**src/rtl/uart_frame_pkg.sv**
```systemverilog
// Shared types and helpers for the framed UART transmitter.
// State encoding, frame geometry and byte-count helper.
package uart_frame_pkg;

   typedef enum logic [2:0] {
      S_IDLE = 3'd0,
      S_LOAD = 3'd1,
      S_SEND = 3'd2,
      S_WAIT = 3'd3,
      S_DONE = 3'd4
   } state_t;

   localparam int UART_FRAME_BITS = 10;

   function automatic int frame_bytes(
      input int num_words,
      input int word_bytes,
      input int checksum_en
   );
      return 1 + num_words * word_bytes + checksum_en;
   endfunction

endpackage

```
**src/rtl/uart_frame_tx_byte.sv**
```systemverilog
// Single-byte UART serializer: start bit, 8 data bits LSB-first, stop bit.
// Accepts byte_valid only while idle; the start bit is on the line the cycle after.
module uart_byte_tx #(
   parameter int CLKS_PER_BIT = 20
) (
   input  logic       clk,
   input  logic       rst_n,
   input  logic       byte_valid,
   input  logic [7:0] byte_data,
   output logic       txd,
   output logic       busy
);
   import uart_frame_pkg::*;

   localparam int CW = $clog2(CLKS_PER_BIT);
   localparam int BW = $clog2(UART_FRAME_BITS);
   localparam logic [CW-1:0] CLK_LAST = CW'(CLKS_PER_BIT - 1);
   localparam logic [BW-1:0] BIT_LAST = BW'(UART_FRAME_BITS - 1);

   logic [UART_FRAME_BITS-1:0] sh_q;
   logic [CW-1:0]              clk_cnt_q;
   logic [BW-1:0]              bit_cnt_q;
   logic                       busy_q;

   always_ff @(posedge clk or negedge rst_n) begin
      if (!rst_n) begin
         sh_q      <= '1;
         clk_cnt_q <= '0;
         bit_cnt_q <= '0;
         busy_q    <= 1'b0;
      end else if (!busy_q) begin
         if (byte_valid) begin
            sh_q      <= {1'b1, byte_data, 1'b0};
            clk_cnt_q <= '0;
            bit_cnt_q <= '0;
            busy_q    <= 1'b1;
         end
      end else if (clk_cnt_q == CLK_LAST) begin
         clk_cnt_q <= '0;
         sh_q      <= {1'b1, sh_q[UART_FRAME_BITS-1:1]};
         if (bit_cnt_q == BIT_LAST) begin
            busy_q <= 1'b0;
         end else begin
            bit_cnt_q <= bit_cnt_q + 1'b1;
         end
      end else begin
         clk_cnt_q <= clk_cnt_q + 1'b1;
      end
   end

   assign txd  = busy_q ? sh_q[0] : 1'b1;
   assign busy = busy_q;

endmodule

```
**src/rtl/uart_frame_tx.sv**
```systemverilog
// Framed UART transmitter: sync byte, payload MSB-first, optional checksum.
// Rising edge of tx_start latches the payload; tx_done high while idle.
module uart_frame_tx #(
   parameter int         CLK_HZ      = 10000000,
   parameter int         BAUD        = 500000,
   parameter int         NUM_WORDS   = 1,
   parameter int         WORD_BYTES  = 2,
   parameter logic [7:0] SYNC_BYTE   = 8'h00,
   parameter int         CHECKSUM_EN = 0
) (
   input  logic                              clk,
   input  logic                              rst_n,
   input  logic                              tx_start,
   input  logic [NUM_WORDS*WORD_BYTES*8-1:0] data_in,
   output logic                              uart_txd,
   output logic                              tx_done,
   output logic                              tx_overrun
);
   import uart_frame_pkg::*;

   localparam int CLKS_PER_BIT = CLK_HZ / BAUD;
   localparam int NB   = NUM_WORDS * WORD_BYTES;
   localparam int FB   = frame_bytes(NUM_WORDS, WORD_BYTES, CHECKSUM_EN);
   localparam int CNTW = $clog2(FB);

   state_t            state_q;
   state_t            state_d;
   logic              start_q;
   logic              done_q;
   logic              ovr_q;
   logic [NB*8-1:0]   shift_q;
   logic [7:0]        byte_q;
   logic [7:0]        csum_q;
   logic [CNTW-1:0]   cnt_q;
   logic [7:0]        top_byte;
   logic              start_edge;
   logic              accept;
   logic              last_is_csum;
   logic              core_busy;
   logic              byte_valid;
   logic              load_sync;
   logic              adv;
   logic              done_set;

   assign start_edge   = tx_start & ~start_q;
   assign accept       = start_edge & done_q;
   assign top_byte     = shift_q[NB*8-1 -: 8];
   assign last_is_csum = (CHECKSUM_EN != 0) && (cnt_q == CNTW'(1));

   always_ff @(posedge clk or negedge rst_n) begin
      if (!rst_n) begin
         state_q <= S_IDLE;
      end else begin
         state_q <= state_d;
      end
   end

   always_comb begin
      state_d    = state_q;
      byte_valid = 1'b0;
      load_sync  = 1'b0;
      adv        = 1'b0;
      done_set   = 1'b0;
      unique case (state_q)
         S_IDLE: begin
            if (accept) state_d = S_LOAD;
         end
         S_LOAD: begin
            load_sync = 1'b1;
            state_d   = S_SEND;
         end
         S_SEND: begin
            byte_valid = 1'b1;
            state_d    = S_WAIT;
         end
         S_WAIT: begin
            if (!core_busy) begin
               if (cnt_q != '0) begin
                  adv     = 1'b1;
                  state_d = S_SEND;
               end else begin
                  state_d = S_DONE;
               end
            end
         end
         S_DONE: begin
            done_set = 1'b1;
            state_d  = S_IDLE;
         end
         default: state_d = S_IDLE;
      endcase
   end

   // cnt_q counts bytes still to follow the one currently in byte_q
   always_ff @(posedge clk or negedge rst_n) begin
      if (!rst_n) begin
         start_q <= 1'b0;
         done_q  <= 1'b1;
         ovr_q   <= 1'b0;
         shift_q <= '0;
         byte_q  <= '0;
         csum_q  <= '0;
         cnt_q   <= '0;
      end else begin
         start_q <= tx_start;
         ovr_q   <= start_edge & ~done_q;
         if (accept) begin
            done_q  <= 1'b0;
            shift_q <= data_in;
            csum_q  <= '0;
            cnt_q   <= CNTW'(FB - 1);
         end else if (done_set) begin
            done_q <= 1'b1;
         end
         if (load_sync) byte_q <= SYNC_BYTE;
         if (adv) begin
            cnt_q <= cnt_q - 1'b1;
            if (last_is_csum) begin
               byte_q <= csum_q;
            end else begin
               byte_q  <= top_byte;
               csum_q  <= csum_q + top_byte;
               shift_q <= shift_q << 8;
            end
         end
      end
   end

   uart_byte_tx #(
      .CLKS_PER_BIT(CLKS_PER_BIT)
   ) u_byte (
      .clk       (clk),
      .rst_n     (rst_n),
      .byte_valid(byte_valid),
      .byte_data (byte_q),
      .txd       (uart_txd),
      .busy      (core_busy)
   );

   assign tx_done    = done_q;
   assign tx_overrun = ovr_q;

endmodule
```
**config.mk**
```make
export PLATFORM = sky130hd
export DESIGN_NAME = uart_frame_tx
export DESIGN_NICKNAME = d
export VERILOG_FILES = /design/src/rtl/uart_frame_pkg.sv /design/src/rtl/uart_frame_tx_byte.sv /design/src/rtl/uart_frame_tx.sv
export SDC_FILE = /design/constraint.sdc
export NUM_CORES = 1
export LEC_CHECK = 0
export ABC_AREA = 1
export CAP_MARGIN = 25
export CORE_MARGIN = 2
export CORE_UTILIZATION = 51
export CTS_CLUSTER_DIAMETER = 150
export DETAILED_ROUTE_END_ITERATION = 8
export PLACE_DENSITY = 0.75
export SYNTH_ARGS = -nofsm -noshare
export SYNTH_HDL_FRONTEND = slang
export SYNTH_HIERARCHICAL = 1
export SYNTH_SLANG_ARGS = --single-unit
```
**constraint.sdc**
```tcl
create_clock -name clk -period 1.3 [get_ports clk]
set_input_delay 0.325 -clock clk [delete_from_list [all_inputs] [get_ports clk]]
set_output_delay 0.325 -clock clk [all_outputs]
set_load 0.005 [all_outputs]
```
==> results of run 1 <==
## state kept, by name, indices dropped and copies added (netlist names)
register	cells
shift_q	16
u_byte/sh_q	9
byte_q	8
u_byte/clk_cnt_q	5
u_byte/bit_cnt_q	4
state_q	3
cnt_q	2
start_q	1
tx_done	1
tx_overrun	1
u_byte/busy	1
## placed cells by master (no fill, tap or decap), types with 2 or more instances in the layout
cell and count:
nand2_4 4, nand2_1 102, nor2_1 12, clkdlybuf4s50_1 17
dfrtp_1 41, dfstp_2 10, buf_12 4, inv_2 5
o21bai_1 2, nand2_2 15, a21oi_2 2, nor3_1 2
nand3_2 7, nor2_4 4, xor2_1 2, clkbuf_8 5
a21oi_1 7, buf_4 14, nand3_1 31, o21ai_0 5
buf_6 5, inv_1 9, buf_2 3, nor2_2 2
ha_1 3
## cells by family (layout without fill, tap and decap cells)
family / Yosys count / after routing / share of synthesized area (%)
AOI/OAI and AO/OA: 19 / 19 / 4.51
xor gates and xnor gates: 3 / 3 / 1.09
adders and majority gates: 4 / 4 / 2.07
buffers and inverters: 25 / 68 / 5.55
DFF: 51 / 51 / 53.4
and+or+nand+nor: 183 / 183 / 33.4
## worst max-delay path by stage
stage | startpoint | endpoint | slack, ps | depth (start not counted)
floorplan | cnt_q[0] | byte_q[7] | 10 | 8
CTS | u_byte/busy | uart_txd | -60 | 3
global placement | tx_start | cnt_q[1] | -150 | 5
finish | u_byte/busy | uart_txd | -50 | 3
detailed placement | tx_start | cnt_q[1] | -170 | 5
global route | u_byte/busy | uart_txd | -110 | 3
## final cells by class
class / count / area (um^2)
Clock inverter: 2 / 12.5
Multi-Input combinational cell: 209 / 1080
Tap cell: 54 / 67.6
Inverter: 16 / 67.6
Fill cell: 408 / 1600
Clock buffer: 6 / 72.6
Timing Repair Buffer: 44 / 435
Sequential cell: 51 / 1290
## metrics by stage
stage | power (mW) | std cells | setup WS (ps) | hold slack (ps)
final | 2.56 | 382 | -46.3 | -5.72
after CTS | 2.59 | 379 | -55.3 | 4.23
after detailed placement | 1.72 | 371 | -166 | 333
after global placement | 1.72 | 371 | -146 | 333
after floorplan | 1.62 | 285 | 13.9 | 29.4
after global routing | 2.68 | 382 | -108 | 6.87
## metal layers
metal | track usage [%] | vias to the layer above | share of wire (%)
met3 | 3.45 | 5 | 3.0
met2 | 31.2 | 33 | 50
met1 | 23.1 | 912 | 46
li1 | - | 990 | -
met4 | 7.82 | 0 | 1.4
met5 | 0 | - | 0
## repair_timing
item,4_1_cts,5_1_grt
setup buffers,0,3
setup endpoints to repair,11,36
gates resized for setup,11,36
gates cloned,0,0
pin swaps,1,17
## power groups by stage
stage	Clock (mW)	Combinational, mW	Sequential (mW)
after floorplan	0	0.00282	1.62
after global placement	0	0.0991	1.62
after detailed placement	0	0.0988	1.62
after CTS	0.904	0.0980	1.59
after global routing	0.983	0.107	1.59
final	0.872	0.0944	1.59
==> metrics, run 1 <==
outcome=finished with violations; violated checks=hold timing, setup timing; count of nets after finishing=350; Clock H-tree levels=2; count of flip-flops with a built-in enable after synthesis=0; Bufs on Longest Clock Path=2; Yosys top cell by area=dfrtp_1; synth top area cells=dfrtp_1 43%, nand2_1 18%, dfstp_2 11%; R2R depth=8; drt initial violations=110; switching part of the total=21.0%; share of synthesized registers carrying an async set or reset=100%; y dimension of the die=72.8 um; crit path DAT=1020 ps; Routed WL=4.26 mm; power per cell area=about 840 mW/mm^2; Starting Density=52.1%; Rel. slew slack=78.8%; endpoint kind of the worst setup timing path=output port; most frequent cell after synthesis=nand2_1; Die X=72.8 um; switching pwr=between 0.5 and 0.6 mW; TritonCTS buffer count=5; hold-fix buffer count after cts=0; flop and latch count out of synthesis=51; placed wire-length estimate after detailed placement=between 2 and 3 mm; RSZ-0062 raised after global routing=yes; first drt pass iteration count=4; total global routing overflow=0; Slowest-stage cell, CP=dfrtp_1; power share of the combinational group=3.7%; start of the worst register-to-register path=u_byte/clk_cnt_q[1]; Final Slew Violations=0; WP data required=980 ps; synthesized area divided by synthesized cell count=8.47 um^2; fraction of final layout cells sized beyond drive strength 1=approximately a quarter; share of the synthesized area in the top cell type=42.5%; worst-case register-to-register setup slack=-10 ps; count of standard-cell rows=25; largest net degree at the start of global routing=52; clock group share of total power=34.1%; wire length of the first global-routing pass=about 7.7 mm; worst min path class=in -> async; ranking of synthesized cells by instance count=117 x nand2_1, 41 x dfrtp_1, 34 x nand3_1; accumulated negative setup slack=-69.4 ps; IO Port Bufs=21; utilization after layout=65.4%; Static Leak=1.42 nW; timing-limited maximum frequency=743 MHz; internal power of the cells=2.02 mW; smallest hold slack=-5.72 ps; post-synth cell types=33; clock root buffer=clkbuf_8; cell area after placement=0.00282 mm^2; fin worst setup slack=-46.3 ps; Final Hold Vio Count=14; sort of element at the start of the critical path=flip-flop; DRC viols=0; post-route design area=0.00303 mm^2; Post-Synthesis Cells=285; average wire per standard cell=11.1 um; Max Cap Viol=0; remaining antenna violation count after routing=0; critical register-to-register path endpoint=u_byte/sh_q[4]; fraction of the cycle the final worst path needs=104%; later-pin clock latency in the skew report=300 ps; global-route total usage across every layer=18.4%; clock tree from TritonCTS=built; detail-routed via count per cell=5.08; critical path, cell by cell=inv_2 -> or2_1 -> buf_2; clock sink count=between 50 and 60; critical setup path kind=reg -> out; Die ar.=between 0.005 and 0.006 mm^2; cell area after synthesis=0.00241 mm^2; # diodes=0; worst vdd rail ir drop=0.000494 V; power share of the sequential group=62.2%; sequential fraction of the synthesis area=53.4%; Setup Viol. Count Final=4; crit path max fanout=2; area growth from synthesis to layout=25.4%; Core Region=0.00463 mm^2; final weighted congestion in routability-driven placement=roughly 0.72; clock-pin slew on the worst setup and hold paths=90 ps; Yosys warning total=6; Worst path top cell family by delay=flip-flops; minimum clock period after layout=1350 ps; predominant post-synthesis flop cell=dfrtp_1; largest clock skew in the final design=about 5.6 ps; antenna violations before repair=0; buffers and inverters on the worst path=2; # IOs=22; worst slew pin tran=around 320 ps; highest cell delay on the worst timing path=370 ps; vias=1940; vias in the first global route=1849; Synthesized Nets=between 300 and 400
No activity file was read; power rests on OpenSTA's default activity.
==> run 2, diff against run 1 <==
ABC_AREA = unset   (was 1)
PLACE_DENSITY = 0.74   (was 0.75)
==> metrics, run 2 <==
outcome=finished with violations; violated checks=hold timing, setup timing; share of the synthesized area in the top cell type=41.9%; crit path max fanout=12; Final Slew Violations=0; worst slew pin tran=305 ps; placed wire-length estimate after detailed placement=3.21 mm; TritonCTS buffer count=5; crit path DAT=1780 ps; Slowest-stage cell, CP=clkdlybuf4s50_1; synth top area cells=dfrtp_1 42%, mux2_2 13%, dfstp_2 11%; Rel. slew slack=about four fifths; Worst path top cell family by delay=buffers and inverters; utilization after layout=72.3%; most frequent cell after synthesis=dfrtp_1; power per cell area=1040 mW/mm^2; drt initial violations=129; largest net degree at the start of global routing=52; largest registers ranked by flip-flop count=shift_q: 16 flops, u_byte/sh_q: 9 flops, byte_q: 8 flops; antenna violations before repair=0; count of flip-flops with a built-in enable after synthesis=0; Core Region=approximately 0.0047 mm^2; Clock H-tree levels=2; ranking of synthesized cells by instance count=41 x dfrtp_1, 29 x mux2_2, 26 x nand2_1; Post-Synth Simple-Gate Area=roughly 15%; post-route insts no fill=about 330; start of the worst register-to-register path=tx_done; xor/xnor share of the synthesized area=0%; clock-pin slew on the worst setup and hold paths=around 90 ps; sequential fraction of the synthesis area=52.6%; remaining antenna violation count after routing=0; worst-case register-to-register setup slack=-280 ps; fraction of final layout cells sized beyond drive strength 1=45.0%; hold-fix buffer count after cts=0; y dimension of the die=73.3 um; Post-Synthesis Cells=203; critical path, cell by cell=clkdlybuf4s50_1 -> and3b_2 -> buf_12 -> mux2_4 -> mux2_2; accumulated negative setup slack=-6880 ps; worst vdd rail ir drop=0.000916 V; average wire per standard cell=15.5 um; Die ar.=0.00537 mm^2; IO Port Bufs=21; fraction of the cycle the final worst path needs=121%; final weighted congestion in routability-driven placement=0.760; # IOs=22; RSZ-0062 raised after global routing=yes; global-route total usage across every layer=19.5%; clock tree from TritonCTS=built; clock sink count=51; later-pin clock latency in the skew report=310 ps; dominant combinational cell family by area after synthesis=multiplexers; flip-flop count of the largest register after layout=16; synthesized area divided by synthesized cell count=12.1 um^2; Starting Density=between 50% and 60%; met1 Usage GRT=26.9%; total global routing overflow=0; Static Leak=1.55 nW; adder and majority cell fraction of the synthesized area=2.04%; highest cell delay on the worst timing path=510 ps; predominant post-synthesis flop cell=dfrtp_1; Most Used Layer, Global Route=met2; count of standard-cell rows=25; # diodes=0; cell count after placement=305; critical register-to-register path endpoint=shift_q[8]; vias in the first global route=1718; highest-count cells in the layout ignoring fill and taps=40 x dfrtp_1, 28 x buf_4, 25 x nand2_1; worst min path class=in -> async; count of nets after finishing=293; clock root buffer=clkbuf_8; Final Hold Vio Count=18; R2R depth=4; Bufs on Longest Clock Path=2; smallest hold slack=-14.8 ps; sort of element at the start of the critical path=input pin; met2 layer usage reported by global route=31.0%; proportion of synthesized area in mux cells=approximately 16%; buffers and inverters on the worst path=2; Routed WL=5.04 mm; cell area after placement=just over 0.003 mm^2; endpoint kind of the worst setup timing path=flip-flop; wire length of the first global-routing pass=8.07 mm; critical setup path kind=in -> reg; Max Cap Viol=0; cell area after synthesis=about 0.0024 mm^2; WP data required=~1500 ps; minimum clock period after layout=approximately 1600 ps; Synthesized Nets=~230; vias=1793; timing-limited maximum frequency=around 630 MHz; fin worst setup slack=-279 ps; Yosys top cell by area=dfrtp_1; share of synthesized registers carrying an async set or reset=100%; post-route design area=about 0.0034 mm^2; detail-routed via count per cell=5.52; Yosys warning total=6; Setup Viol. Count Final=48; fraction of the mapped netlist area in compound gates=10.8%; post-placement worst setup slack=-638 ps; largest clock skew in the final design=6.56 ps; met3 usage in global routing=3.43%; total power of the final layout=3.52 mW; area growth from synthesis to layout=37.6%; Die X=73.3 um; flop and latch count out of synthesis=between 50 and 60; first drt pass iteration count=4; DRC viols=0; post-synth cell types=41; most flop-heavy register=shift_q; most common cell after layout, fill and taps aside=dfrtp_1
run 2: cells by family (layout without fill, tap and decap cells):
kind of cell,Yosys count,count (layout)
DFF,51,51
buffers and inverters,13,81
muxes,35,35
AOI/OAI and AO/OA,39,39
and+or+nand+nor,61,61
adders and majority gates,4,4
run 2: worst register-to-register path, delay by kind of cell (launching register included):
family	cells	cell delay (ps)
mux	2	580
flops	1	540
buf+inv	1	150
simple gates	1	200
run 2: layout make-up:
class | instances | area [um^2]
Tap cell | 54 | 67.6
Clock buffer | 7 | 86.3
Timing Repair Buffer | 70 | 686
Clock inverter | 1 | 8.76
Inverter | 3 | 11.3
Fill cell | 303 | 1290
Multi-Input combinational cell | 139 | 1220
Sequential cell | 51 | 1290
run 2: power by group:
group | switching, mW | total (mW) | internal (mW)
clock | 0.520 | 0.957 | 0.437
combinational | 0.199 | 0.633 | 0.434
sequential | 0.127 | 1.93 | 1.80
run 2: per-layer routing:
metal	share of wire [%]	up-vias
met5	0	-
met4	1.7	0
li1	-	862
met2	50	34
met3	3.3	6
met1	45	891
run 2: worst max-delay path by stage:
stage / from / end / slack (ps) / cells past startpoint
5_1_grt: state_q[0] / shift_q[11] / -320 / 5
3_5_place_dp: tx_start / shift_q[10] / -640 / 5
4_1_cts: tx_done / shift_q[8] / -280 / 4
2_1_floorplan: state_q[2] / shift_q[10] / -330 / 4
3_3_place_gp: tx_start / shift_q[9] / -600 / 5
6_report: tx_start / shift_q[8] / -280 / 5
run 2: timing repair:
| item | CTS | global route |
|---|---|---|
| cloned | 1 | 0 |
| pin swaps | 6 | 14 |
| gates resized for setup | 32 | 23 |
| setup endpoints to repair | 47 | 47 |
| buffers inserted | 5 | 7 |
